**src/rtl/note_synth_pkg.sv**
```systemverilog
// note_synth_pkg: widths, guitar half-period table, mixer states and fret priority helper.
package note_synth_pkg;
    localparam int NUM_STRINGS = 6;
    localparam int NUM_FRETS = 5;
    localparam int HALF_W = 19;
    localparam int AMP_W = 16;
    localparam int ACC_W = 19;

    typedef enum logic [1:0] {IDLE, MIX, WRITE} mix_state_t;

    // round(25e6 / f) in clk cycles; rows E2 A2 D3 G3 B3 E4, columns frets 0..4
    localparam logic [HALF_W-1:0] HALF_PERIOD [NUM_STRINGS][NUM_FRETS] = '{
        '{19'd303373, 19'd286346, 19'd270274, 19'd255105, 19'd240787},
        '{19'd227273, 19'd214517, 19'd202477, 19'd191113, 19'd180386},
        '{19'd170262, 19'd160706, 19'd151686, 19'd143173, 19'd135137},
        '{19'd127553, 19'd120394, 19'd113636, 19'd107258, 19'd101238},
        '{19'd101238, 19'd95556,  19'd90193,  19'd85131,  19'd80353},
        '{19'd75843,  19'd71586,  19'd67569,  19'd63776,  19'd60197}
    };

    // {found, fret}: the highest fret pressed on string s wins
    function automatic logic [3:0] fret_sel(input logic [31:0] note, input int s);
        fret_sel = '0;
        for (int k = 0; k < NUM_FRETS; k++)
            if (note[6*k+s])
                fret_sel = {1'b1, 3'(k)};
    endfunction
endpackage

```
**src/rtl/note_synth_if.sv**
```systemverilog
// note_synth_if: note word from the recorder/player datapath and sample handshake to the codec.
interface note_synth_if;
    import note_synth_pkg::*;
    logic                   active;
    logic [31:0]            note_in;
    logic                   note_strobe;
    logic                   audio_out_allowed;
    logic                   write_audio_out;
    logic [23:0]            left_channel_audio_out;
    logic [23:0]            right_channel_audio_out;
    logic [NUM_STRINGS-1:0] voice_on;

    modport master (
        output active, note_in, note_strobe, audio_out_allowed,
        input  write_audio_out, left_channel_audio_out, right_channel_audio_out, voice_on
    );
    modport slave (
        input  active, note_in, note_strobe, audio_out_allowed,
        output write_audio_out, left_channel_audio_out, right_channel_audio_out, voice_on
    );
endinterface

```
**src/rtl/note_synth_voice.sv**
```systemverilog
// synth_voice: one string's square-wave oscillator with retrigger, gate-off and decaying amplitude.
module synth_voice
    import note_synth_pkg::*;
#(
    parameter logic [AMP_W-1:0] AMP_MAX = 16'd4000
) (
    input  logic              clk,
    input  logic              resetn,
    input  logic              i_clear,
    input  logic              i_trig,
    input  logic              i_kill,
    input  logic              i_decay,
    input  logic [HALF_W-1:0] i_half,
    output logic [AMP_W-1:0]  o_amp,
    output logic              o_pol
);
    logic [HALF_W-1:0] r_half;
    logic [HALF_W-1:0] r_phase;
    logic [AMP_W-1:0]  r_amp;
    logic              r_pol;

    always_ff @(posedge clk) begin
        if (!resetn) begin
            r_half <= '0;
            r_phase <= '0;
            r_amp <= '0;
            r_pol <= 1'b0;
        end else if (i_clear) begin
            r_amp <= '0;
        end else if (i_trig) begin
            r_amp <= AMP_MAX;
            r_phase <= i_half - HALF_W'(1);
            r_pol <= 1'b1;
            r_half <= i_half;
        end else if (i_kill) begin
            r_amp <= '0;
        end else if (r_amp != '0) begin
            if (r_phase == '0) begin
                r_phase <= r_half - HALF_W'(1);
                r_pol <= ~r_pol;
            end else begin
                r_phase <= r_phase - HALF_W'(1);
            end
            if (i_decay)
                r_amp <= (r_amp < AMP_W'(8)) ? '0 : r_amp - (r_amp >> 3);
        end
    end

    assign o_amp = r_amp;
    assign o_pol = r_pol;
endmodule

```
**src/rtl/note_synth.sv**
```systemverilog
// note_synth: six-string square-wave guitar synth mixed into signed 24-bit codec samples.
// NOTE_SYNTH_DECAY_EN adds the shared envelope decay; without it voices gate on each strobe.
module note_synth
    import note_synth_pkg::*;
#(
    parameter logic [AMP_W-1:0] AMP_MAX = 16'd4000,
`ifdef NOTE_SYNTH_DECAY_EN
    parameter int DECAY_TICKS = 2500000,
`endif
    parameter int GAIN_SHIFT = 4
) (
    input logic         clk,
    input logic         resetn,
    note_synth_if.slave bus
);
    logic                          w_strobe;
    logic                          w_decay;
    logic [NUM_STRINGS-1:0]        w_pol;
    logic [NUM_STRINGS-1:0]        w_on;
    logic [AMP_W-1:0]              w_amp [NUM_STRINGS];
    logic signed [ACC_W-1:0]       w_term;
    logic signed [23:0]            w_ext;
    mix_state_t                    r_state;
    logic [2:0]                    r_idx;
    logic signed [ACC_W-1:0]       r_acc;
    logic                          r_wr;
    logic [23:0]                   r_sample;

    assign w_strobe = bus.note_strobe & bus.active;

    for (genvar s = 0; s < NUM_STRINGS; s++) begin : g_voice
        logic [3:0] w_sel;
        logic       w_kill;
        assign w_sel = fret_sel(bus.note_in, s);
`ifdef NOTE_SYNTH_DECAY_EN
        assign w_kill = 1'b0;
`else
        assign w_kill = w_strobe & ~w_sel[3];
`endif
        synth_voice #(.AMP_MAX(AMP_MAX)) u_voice (
            .clk    (clk),
            .resetn (resetn),
            .i_clear(~bus.active),
            .i_trig (w_strobe & w_sel[3]),
            .i_kill (w_kill),
            .i_decay(w_decay),
            .i_half (HALF_PERIOD[s][w_sel[2:0]]),
            .o_amp  (w_amp[s]),
            .o_pol  (w_pol[s])
        );
        assign w_on[s] = w_amp[s] != '0;
    end

`ifdef NOTE_SYNTH_DECAY_EN
    localparam int DCNT_W = $clog2(DECAY_TICKS + 1);
    logic [DCNT_W-1:0] r_dcnt;
    assign w_decay = r_dcnt == DCNT_W'(DECAY_TICKS - 1);
    always_ff @(posedge clk)
        r_dcnt <= (!resetn || w_decay) ? '0 : r_dcnt + DCNT_W'(1);
`else
    assign w_decay = 1'b0;
`endif

    assign w_term = w_pol[r_idx] ? signed'(ACC_W'(w_amp[r_idx])) : -signed'(ACC_W'(w_amp[r_idx]));
    assign w_ext = 24'(r_acc);

    // one voice accumulated per MIX cycle; sample held in WRITE until the codec has room
    always_ff @(posedge clk) begin
        if (!resetn) begin
            r_state <= IDLE;
            r_idx <= '0;
            r_acc <= '0;
            r_wr <= 1'b0;
            r_sample <= '0;
        end else begin
            r_wr <= 1'b0;
            case (r_state)
                IDLE: if (bus.audio_out_allowed) begin
                    r_acc <= '0;
                    r_idx <= '0;
                    r_state <= MIX;
                end
                MIX: begin
                    r_acc <= r_acc + w_term;
                    r_idx <= r_idx + 3'd1;
                    if (r_idx == 3'(NUM_STRINGS - 1))
                        r_state <= WRITE;
                end
                WRITE: begin
                    r_sample <= w_ext << GAIN_SHIFT;
                    if (bus.audio_out_allowed) begin
                        r_wr <= 1'b1;
                        r_state <= IDLE;
                    end
                end
                default: r_state <= IDLE;
            endcase
        end
    end

    assign bus.write_audio_out = r_wr;
    assign bus.left_channel_audio_out = r_sample;
    assign bus.right_channel_audio_out = r_sample;
    assign bus.voice_on = w_on;
endmodule

```
**src/flat_wrapper.sv**
```systemverilog
// flat-port wrapper written by rule: the top's interface ports become plain ports
module note_synth_flat import note_synth_pkg::*;
#(
    parameter logic [AMP_W-1:0] AMP_MAX = 16'd4000,

    parameter int GAIN_SHIFT = 4
)
  (clk, resetn, bus_active, bus_note_in, bus_note_strobe, bus_audio_out_allowed, bus_write_audio_out, bus_left_channel_audio_out, bus_right_channel_audio_out, bus_voice_on);
  note_synth_if bus_i ();
  input logic clk;
  input logic resetn;
  input wire logic [$bits(bus_i.active)-1:0] bus_active;
  input wire logic [$bits(bus_i.note_in)-1:0] bus_note_in;
  input wire logic [$bits(bus_i.note_strobe)-1:0] bus_note_strobe;
  input wire logic [$bits(bus_i.audio_out_allowed)-1:0] bus_audio_out_allowed;
  output wire logic [$bits(bus_i.write_audio_out)-1:0] bus_write_audio_out;
  output wire logic [$bits(bus_i.left_channel_audio_out)-1:0] bus_left_channel_audio_out;
  output wire logic [$bits(bus_i.right_channel_audio_out)-1:0] bus_right_channel_audio_out;
  output wire logic [$bits(bus_i.voice_on)-1:0] bus_voice_on;
  assign bus_i.active = bus_active;
  assign bus_i.note_in = bus_note_in;
  assign bus_i.note_strobe = bus_note_strobe;
  assign bus_i.audio_out_allowed = bus_audio_out_allowed;
  assign bus_write_audio_out = bus_i.write_audio_out;
  assign bus_left_channel_audio_out = bus_i.left_channel_audio_out;
  assign bus_right_channel_audio_out = bus_i.right_channel_audio_out;
  assign bus_voice_on = bus_i.voice_on;
  note_synth #(.AMP_MAX(AMP_MAX), .GAIN_SHIFT(GAIN_SHIFT)) u_core (.clk(clk), .resetn(resetn), .bus(bus_i));
endmodule
```
**config.mk**
```make
export PLATFORM = sky130hd
export DESIGN_NAME = note_synth_flat
export DESIGN_NICKNAME = d
export VERILOG_FILES = /design/src/rtl/note_synth_pkg.sv /design/src/rtl/note_synth_if.sv /design/src/rtl/note_synth_voice.sv /design/src/rtl/note_synth.sv /design/src/flat_wrapper.sv
export SDC_FILE = /design/constraint.sdc
export NUM_CORES = 1
export LEC_CHECK = 0
export CAP_MARGIN = 20
export CELL_PAD_IN_SITES_DETAIL_PLACEMENT = 1
export CELL_PAD_IN_SITES_GLOBAL_PLACEMENT = 1
export CORE_MARGIN = 3
export CORE_UTILIZATION = 24
export DETAILED_ROUTE_END_ITERATION = 7
export MAX_ROUTING_LAYER = met4
export PLACE_DENSITY_LB_ADDON = 0.1
export SLEW_MARGIN = 30
export SYNTH_ARGS = -nofsm -noshare
export SYNTH_HDL_FRONTEND = slang
export SYNTH_HIERARCHICAL = 1
export SYNTH_SLANG_ARGS = --single-unit
```
**constraint.sdc**
```tcl
create_clock -name clk -period 6.2 [get_ports clk]
set_input_delay 1.86 -clock clk [delete_from_list [all_inputs] [get_ports clk]]
set_output_delay 1.86 -clock clk [all_outputs]
set_load 0.02 [all_outputs]
```
-- Word level (Yosys, flattened, before mapping)
Memories as Yosys holds them, arrays and structs flattened.
Index checks and enable logic that the tools add are counted.
Widths: inputs -> output; s select.
- register bits after elaboration: 314
- memory bits (read-only): 912
- input port bits: 37
- output and inout bits: 55
- logic and storage cells: 279
- memories kept: 6
- memories (name ; depth ; width ; read ports ; clocked after memory_dff ; write ports ; RTL line ; source):
    (no name shown) ; 8 ; 19 ; 1 ; 0 ; 0 ; note_synth.sv:47 ; .i_half (HALF_PERIOD[s][w_sel[2:0]]),
    (no name shown) ; 8 ; 19 ; 1 ; 0 ; 0 ; note_synth.sv:47 ;
    (no name shown) ; 8 ; 19 ; 1 ; 0 ; 0 ; note_synth.sv:47 ;
    (no name shown) ; 8 ; 19 ; 1 ; 0 ; 0 ; note_synth.sv:47 ;
    (no name shown) ; 8 ; 19 ; 1 ; 0 ; 0 ; note_synth.sv:47 ;
    (no name shown) ; 8 ; 19 ; 1 ; 0 ; 0 ; note_synth.sv:47 ;
- $add $sub $neg: 21
- $lt $le $gt $ge: 8
- equality and inequality tests: 12
- multiplexer cells: 117
- bitwise logic cells: 32
- reduce and logical (&&, ||, !) cells: 54
- operator list (operator ; number):
    $mux 19 ; 38
    $sub 19x1->19 const B ; 18
    $mux 12 ; 12
    $mux 4 ; 30
    $logic_not 19->1 ; 6
    $reduce_bool 16->1 ; 6
    $bmux 16 s3 ; 1
    $pmux 19 s2 ; 1
    $reduce_bool 2->1 ; 19
    $mux 16 ; 2
    $ge 4x4->1 const B ; 7
    $not 3->4 ; 7
    $mux 1 ; 26
    $reduce_and 4->1 ; 6
    $reduce_and 3->1 ; 7
    $add 19x19->19 ; 1
    $neg 16->19 ; 1
    $reduce_and 2->1 ; 9
    $ne 2x2->1 const B ; 8
    $and 1x1->1 ; 13
    $not 1->1 ; 12
    $mux 2 ; 3
    $pmux 2 s3 ; 1
    $pmux 3 s2 ; 1
    9 further kinds ; 9

-- Longest topological paths before layout
- depth in word-level cells: 11
- depth in mapped cells: 20
- depth with buffers taken out: 18

-- Cells and area by module
The synthesis kept the hierarchy.
- by module, submodules not included (module ; instances ; cells each ; area an instance (µm²) ; sequential area each (µm²)):
    synth_voice (u_core.g_voice[0].u_voice ...) ; 3 ; 464 ; 3692.3 ; 1101.1
    synth_voice (u_core.g_voice[3].u_voice ...) ; 3 ; 469 ; 3617.2 ; 1101.1
    note_synth ; 1 ; 662 ; 5044.8 ; 880.8

-- Worst setup path before layout
OpenSTA, ideal clock, no wires.
- path type: in2reg
- from: in bus_note_strobe
- to: reg u_core.g_voice[2].u_voice.r_phase[18]
- setup time: 62 ps
- arrival time: 4982 ps
- required time: 6138 ps
- slack: 1157 ps
- cell stages on the path: 16
- path buffers: 5
- cell sequence: nand2_1 -> clkbuf_1 -> a21oi_1 -> clkbuf_4 -> clkbuf_1 -> buf_1 -> buf_1 -> nor2_1 -> a21oi_1 -> ha_1 -> inv_1 -> a311oi_2 -> and3_4 -> nand3_2 -> or3_1 -> nand3_1
- word-level cells in the longest chain between the ends: 4
- elaborated cells between the ends (all ways): 7
- classes of those cells: 1 x eq/ne; 1 x mux; 3 x bitwise; 2 x reduce/logical
- ends and longest elaborated chain (what ; RTL line ; source):
    start, declared ; flat_wrapper.sv:14 ; input wire logic [$bits(bus_i.note_strobe)-1:0] bus_note_strobe;
    $and 1x1->1 * ; note_synth.sv:29 ; assign w_strobe = bus.note_strobe & bus.active;
    $and 1x1->1, on equally long branches ; note_synth.sv:44, note_synth.sv:38 ;
    $ne 2x2->1 (no source line) / $reduce_bool 2->1 (equally long branches) ; -- ;
    $reduce_and 3->1 (no source line) ; -- ;
    end signal, assigned ; note_synth_voice.sv:32 ; r_phase <= i_half - HALF_W'(1);
    end signal, assigned ; note_synth_voice.sv:39 ; r_phase <= r_half - HALF_W'(1);
    end signal, assigned ; note_synth_voice.sv:42 ; r_phase <= r_phase - HALF_W'(1);
    end, declared ; note_synth_voice.sv:18 ; logic [HALF_W-1:0] r_phase;
Mark *: on every way between the ends. The rest lies on a longest branch, timed or not.
A chain may end at the register's enable or synchronous reset.

-- Worst setup path after layout
- from: reg u_core.r_idx[1]
- to: reg u_core.r_acc[18]
- word-level cells in the longest chain between the ends: 8
- elaborated cells between the ends (all ways): 10
- classes of those cells: 2 x add/sub; 7 x mux; 1 x bitwise
- ends and longest elaborated chain (what ; RTL line ; source):
    start, declared ; note_synth.sv:24 ; logic [2:0] r_idx;
    start signal, assigned ; note_synth.sv:85 ; r_idx <= r_idx + 3'd1;
    $not 3->4 (not written as such) ; note_synth.sv:64 ; assign w_term = w_pol[r_idx] ? signed'(ACC_W'(w_amp[r_idx])) : -signed'(ACC_W'(w_amp[r_idx]));
    $bmux 16 s3 ; note_synth.sv:64 ;
    $mux 16 (not written as such) (2 in a row) ; note_synth.sv:64 ;
    $neg 16->19 ; note_synth.sv:64 ;
    $mux 19 * ; note_synth.sv:64 ;
    $add 19x19->19 * ; note_synth.sv:84 ; r_acc <= r_acc + w_term;
    $pmux 19 s2 * ; note_synth.sv:77 ; case (r_state)
    end signal, assigned ; note_synth.sv:84 ;
    end, declared ; note_synth.sv:25 ; logic signed [ACC_W-1:0] r_acc;
Mark *: on every way between the ends. The rest lies on a longest branch, timed or not. The select of a mux whose other input is x is not followed.

==> impl_metrics.py <==
metrics = {
    "clock_tree": {
        "postCtsSetupRepairBufs": 0,
        "tritoncts.num_buffers": 54,
        "clock_tree_from_tritoncts": "yes",
        "htree_num_levels": 2,
        "clockBufferDepth": 3,
        "tritoncts_num_sinks": 374,
        "cts_root_buffer": "sky130_fd_sc_hd__clkbuf_16",
        "worst_skew_pair.late_latency_ns": 0.64,
        "cts.repair.resized": 0,
        "cts_hold_buf": 0,
        "clk_pin_slew_worst_paths_ns": 0.06,
    },
    "global_routing": {
        "grt.overflow.total": 0,
        "globalRouteTotalUtil_pct": 17.0,
        "vias_in_the_first_global_route": 25800,
        "number_of_antenna_violations_at_the_first_check_in_global_routing": 1,
        "first_pass_grt_wire_length_microns": 155000,
        "largest_net_degree_at_the_start_of_global_routing": 61,
    },
    "timing": {
        "period_share_pct": 82.9,
        "finalMaxSlewViolations": 0,
        "rsz0062_at_grt": "false",
        "setup_viol": 0,
        "max_freq_mhz": 194,
        "final_hold_viol_count": 0,
        "whs_ns": 0.456,
        "final.setup.worst_slack_ns": 1.06,
        "setup-tns-final_ns": 0,
        "clock-skew-final_ns": 0.0180,
        "relSlewSlack_pct": 36.9,
        "timing_worst_slew_pin_value_ns": 0.946,
        "fin_crit_ns": 5.14,
    },
    "pwr": {
        "static_leakage_power_uw": 0.0110,
        "power-per-cell-area_nw_per_um2": 335,
        "power.ir.vdd_worst_mv": 0.211,
    },
    "finish": {
        "regArea_sq_um": 7490,
        "design.final.nets": 3708,
        "area_taken_by_multi_input_logic_gates_sq_um": 18100,
        "fin_area_sq_um": 31300,
        "drive_gt1_share_pct": 9.76,
        "final_cell_count_no_fill": 5066,
        "n_fill_cell": 13300,
        "area_growth_syn_to_layout_pct": 16.0,
    },
    "detailed_routing": {
        "drc_errors": 0,
        "post_drt_wl_per_cell_microns": 19.3,
        "route.antenna.remaining_nets": 0,
        "via_per_inst": 4.99,
        "drt-pass1-iter-count": 5,
        "vias": 25300,
        "detail_route.wirelength_microns": 97600,
        "iteration_0_drc_count_of_the_detailed_router": 1193,
    },
    "die": {
        "fp.dieH_microns": 341,
        "die_x_microns": 341,
        "rows": 122,
        "core_region_area_sq_um": 111000,
        "die_area_sq_um": 116000,
        "initial_core_util_pct": 24.3,
        "design.portCount": 92,
    },
    "placement": {
        "detailed_place_hpwl_microns": 70800,
        "place_inst": 4970,
        "place_congestion": 0.798,
        "pre_cts_ws_ns": 0.374,
        "placed_cell_area_sq_um": 29500,
        "placement.io_buffers": 81,
    },
    "hold_path": {
        "worst_hold_path.endpoint": "u_core/g_voice[3].u_voice/r_half[1]",
        "min_from": "u_core/g_voice[3].u_voice/r_half[1]",
        "class_of_the_tightest_hold_or_removal_check": "reg2reg",
        "whs_path_depth": 2,
    },
    "yosys": {
        "synth-main-ff-cell": "sky130_fd_sc_hd__dfxtp_1",
        "yosys.cell_types.count": 98,
        "synth_enable_flop_cells": 0,
        "top_post_synthesis_cells_by_count": "sky130_fd_sc_hd__nand2_1, sky130_fd_sc_hd__dfxtp_1, sky130_fd_sc_hd__a21oi_1",
        "syn_avg_cell_area_sq_um": 7.79,
        "ys_top_cells_by_area": "sky130_fd_sc_hd__dfxtp_1, sky130_fd_sc_hd__a21oi_1, sky130_fd_sc_hd__ha_1, sky130_fd_sc_hd__nand2_1, sky130_fd_sc_hd__nor2_1",
        "synthCells": 3461,
        "yosys_warnings": 6,
        "synthMostInstantiatedCell": "sky130_fd_sc_hd__nand2_1",
        "synth_async_sr_flop_share_pct": 0,
        "sequential_element_share_of_the_synthesized_area_pct": 27.8,
        "ys_ff_latch": 374,
        "syn-cell-area_sq_um": 27000,
        "synth_area_leader_cell": "sky130_fd_sc_hd__dfxtp_1",
        "synth_largest_type_area_fraction_pct": 27.8,
    },
    "setup_path": {
        "crit_path_start_kind": "flip-flop",
        "crit_required_ns": 6.72,
        "r2r-start": "u_core/r_idx[1]",
        "criticalPathCategory": "reg2reg",
        "r2r_setup_slack_ns": 1.06,
        "endpoint_kind": "flip-flop",
        "worst-r2r-cell-count": 17,
        "timing.critical_path.arrival_ns": 5.67,
        "reg2reg_to": "u_core/r_acc[18]",
        "timing.critical_path.fanout_max": 27,
    },
    "job": {
        "drv.max_cap_violation_count": 0,
    },
    "status": {
        "run_status": "complete, no violations",
    },
}
==> kinds of logic after synthesis <==
logic type               count (synthesis)  share of synthesized area, %
AO/OA/AOI/OAI                         1029                          25.2
XOR/XNOR                               140                          4.55
adder cells (fa/ha/maj)                132                          6.32
buffers and inverters                  375                          6.37
flip-flops                             374                          27.8
multiplexers                           123                          5.16
other                                    2                        0.0278
AND/OR/NAND/NOR                       1286                          24.6
==> layer usage <==
metal	track usage (%)	share of wire [%]
met2	26.3	44
met1	23.8	52
met4	3.15	1.6
met5	-	0
met3	1.99	2.6
==> power breakdown <==
part           switching (uW)  internal, uW  leakage (uW)
combinational            2590          1710       0.00711
clock                    1250          1870      0.000852
sequential                383          2680       0.00305
==> cell type report <==
class | count | share of cell area, %
multi-input cells | 2771 | 57.8
flip-flops and latches | 374 | 23.9
well taps | 1488 | 5.95
clock buffers | 80 | 5.05
repair buffers | 156 | 4.61
inverters | 182 | 2.18
clock inverters | 13 | 0.480
diodes | 2 | 0.0160
==> flip-flops by register name, summed over array words and instances (netlist names) <==
| signal | flops |
|---|---|
| u_core/r_acc | 19 |
| u_core/g_voice.u_voice/r_half | 114 |
| u_core/g_voice.u_voice/o_amp | 96 |
| u_core/r_idx | 3 |
| u_core/bus.left_channel_audio_out | 19 |
| u_core/bus.write_audio_out | 1 |
| u_core/r_state | 2 |
| u_core/g_voice.u_voice/r_phase | 114 |
| u_core/g_voice.u_voice/o_pol | 6 |
==> cell usage in the layout, fill, tap and decap left out, types with 16 or more instances in the layout <==
master	Yosys	layout
sky130_fd_sc_hd__buf_4	31	70
sky130_fd_sc_hd__nand2_1	406	405
sky130_fd_sc_hd__xnor2_1	94	94
sky130_fd_sc_hd__a21o_1	25	25
sky130_fd_sc_hd__o21bai_1	26	26
sky130_fd_sc_hd__nor2b_1	56	56
sky130_fd_sc_hd__or4_1	18	18
sky130_fd_sc_hd__nor3_1	69	69
sky130_fd_sc_hd__a311oi_1	19	19
sky130_fd_sc_hd__a211oi_1	57	57
sky130_fd_sc_hd__nand3_1	57	57
sky130_fd_sc_hd__o21a_1	25	25
sky130_fd_sc_hd__mux2_2	27	27
sky130_fd_sc_hd__nor2_1	275	274
sky130_fd_sc_hd__o211ai_1	16	16
sky130_fd_sc_hd__clkdlybuf4s50_1	0	80
sky130_fd_sc_hd__a221oi_1	36	36
sky130_fd_sc_hd__o22ai_1	19	19
sky130_fd_sc_hd__a21boi_0	22	22
sky130_fd_sc_hd__clkbuf_16	0	55
sky130_fd_sc_hd__o21ai_1	19	19
sky130_fd_sc_hd__nand2b_1	68	66
sky130_fd_sc_hd__conb_1	2	61
sky130_fd_sc_hd__a21oi_1	349	341
sky130_fd_sc_hd__a31oi_1	55	55
sky130_fd_sc_hd__and2_1	39	39
sky130_fd_sc_hd__nor4_1	77	77
sky130_fd_sc_hd__mux2i_1	76	76
sky130_fd_sc_hd__dfxtp_1	374	374
sky130_fd_sc_hd__or2_2	44	44
sky130_fd_sc_hd__xor2_1	46	46
sky130_fd_sc_hd__nand4_1	18	18
sky130_fd_sc_hd__or3_1	42	42
sky130_fd_sc_hd__o21ai_0	170	170
sky130_fd_sc_hd__a22oi_1	33	33
sky130_fd_sc_hd__ha_1	125	125
sky130_fd_sc_hd__inv_1	171	170
sky130_fd_sc_hd__o31ai_1	30	30
==> worst max-delay path: stages, from the launching register on <==
cell,delay [ns]
sky130_fd_sc_hd__dfxtp_1,0.43
sky130_fd_sc_hd__buf_12,0.25
sky130_fd_sc_hd__mux2i_1,0.50
sky130_fd_sc_hd__o22ai_1,0.16
sky130_fd_sc_hd__nor2_1,0.39
sky130_fd_sc_hd__nand4_1,0.37
sky130_fd_sc_hd__nor2_1,0.24
sky130_fd_sc_hd__a21oi_1,0.11
sky130_fd_sc_hd__xnor2_1,0.24
sky130_fd_sc_hd__ha_1,0.33
sky130_fd_sc_hd__a21o_1,0.23
sky130_fd_sc_hd__a21o_1,0.21
sky130_fd_sc_hd__or3_1,0.31
sky130_fd_sc_hd__o41ai_1,0.49
sky130_fd_sc_hd__o2111ai_1,0.23
sky130_fd_sc_hd__xnor2_1,0.23
sky130_fd_sc_hd__o21bai_1,0.09
sky130_fd_sc_hd__a22o_1,0.18
==> per-stage QoR <==
step	util (%)	power (uW)
final	28.2	10500
after CTS	28.1	10600
after detailed placement	26.6	7360
after global placement	26.6	7380
after floorplan	-	6200
after global routing	28.2	11300
==> how the worst max path moves through the flow <==
| stage | from | endpoint | cells past startpoint |
|---|---|---|---|
| final | u_core/r_idx[1] | u_core/r_acc[18] | 17 |
| after global routing | u_core/r_idx[1] | u_core/r_acc[18] | 18 |
| after CTS | u_core/r_idx[1] | u_core/r_acc[18] | 18 |
| after detailed placement | bus_active | u_core/g_voice[4].u_voice/r_phase[18] | 14 |
| after global placement | bus_active | u_core/g_voice[4].u_voice/r_phase[18] | 14 |
| after floorplan | bus_note_strobe | u_core/g_voice[2].u_voice/r_phase[18] | 16 |
Power figures use the tool's default switching activity.
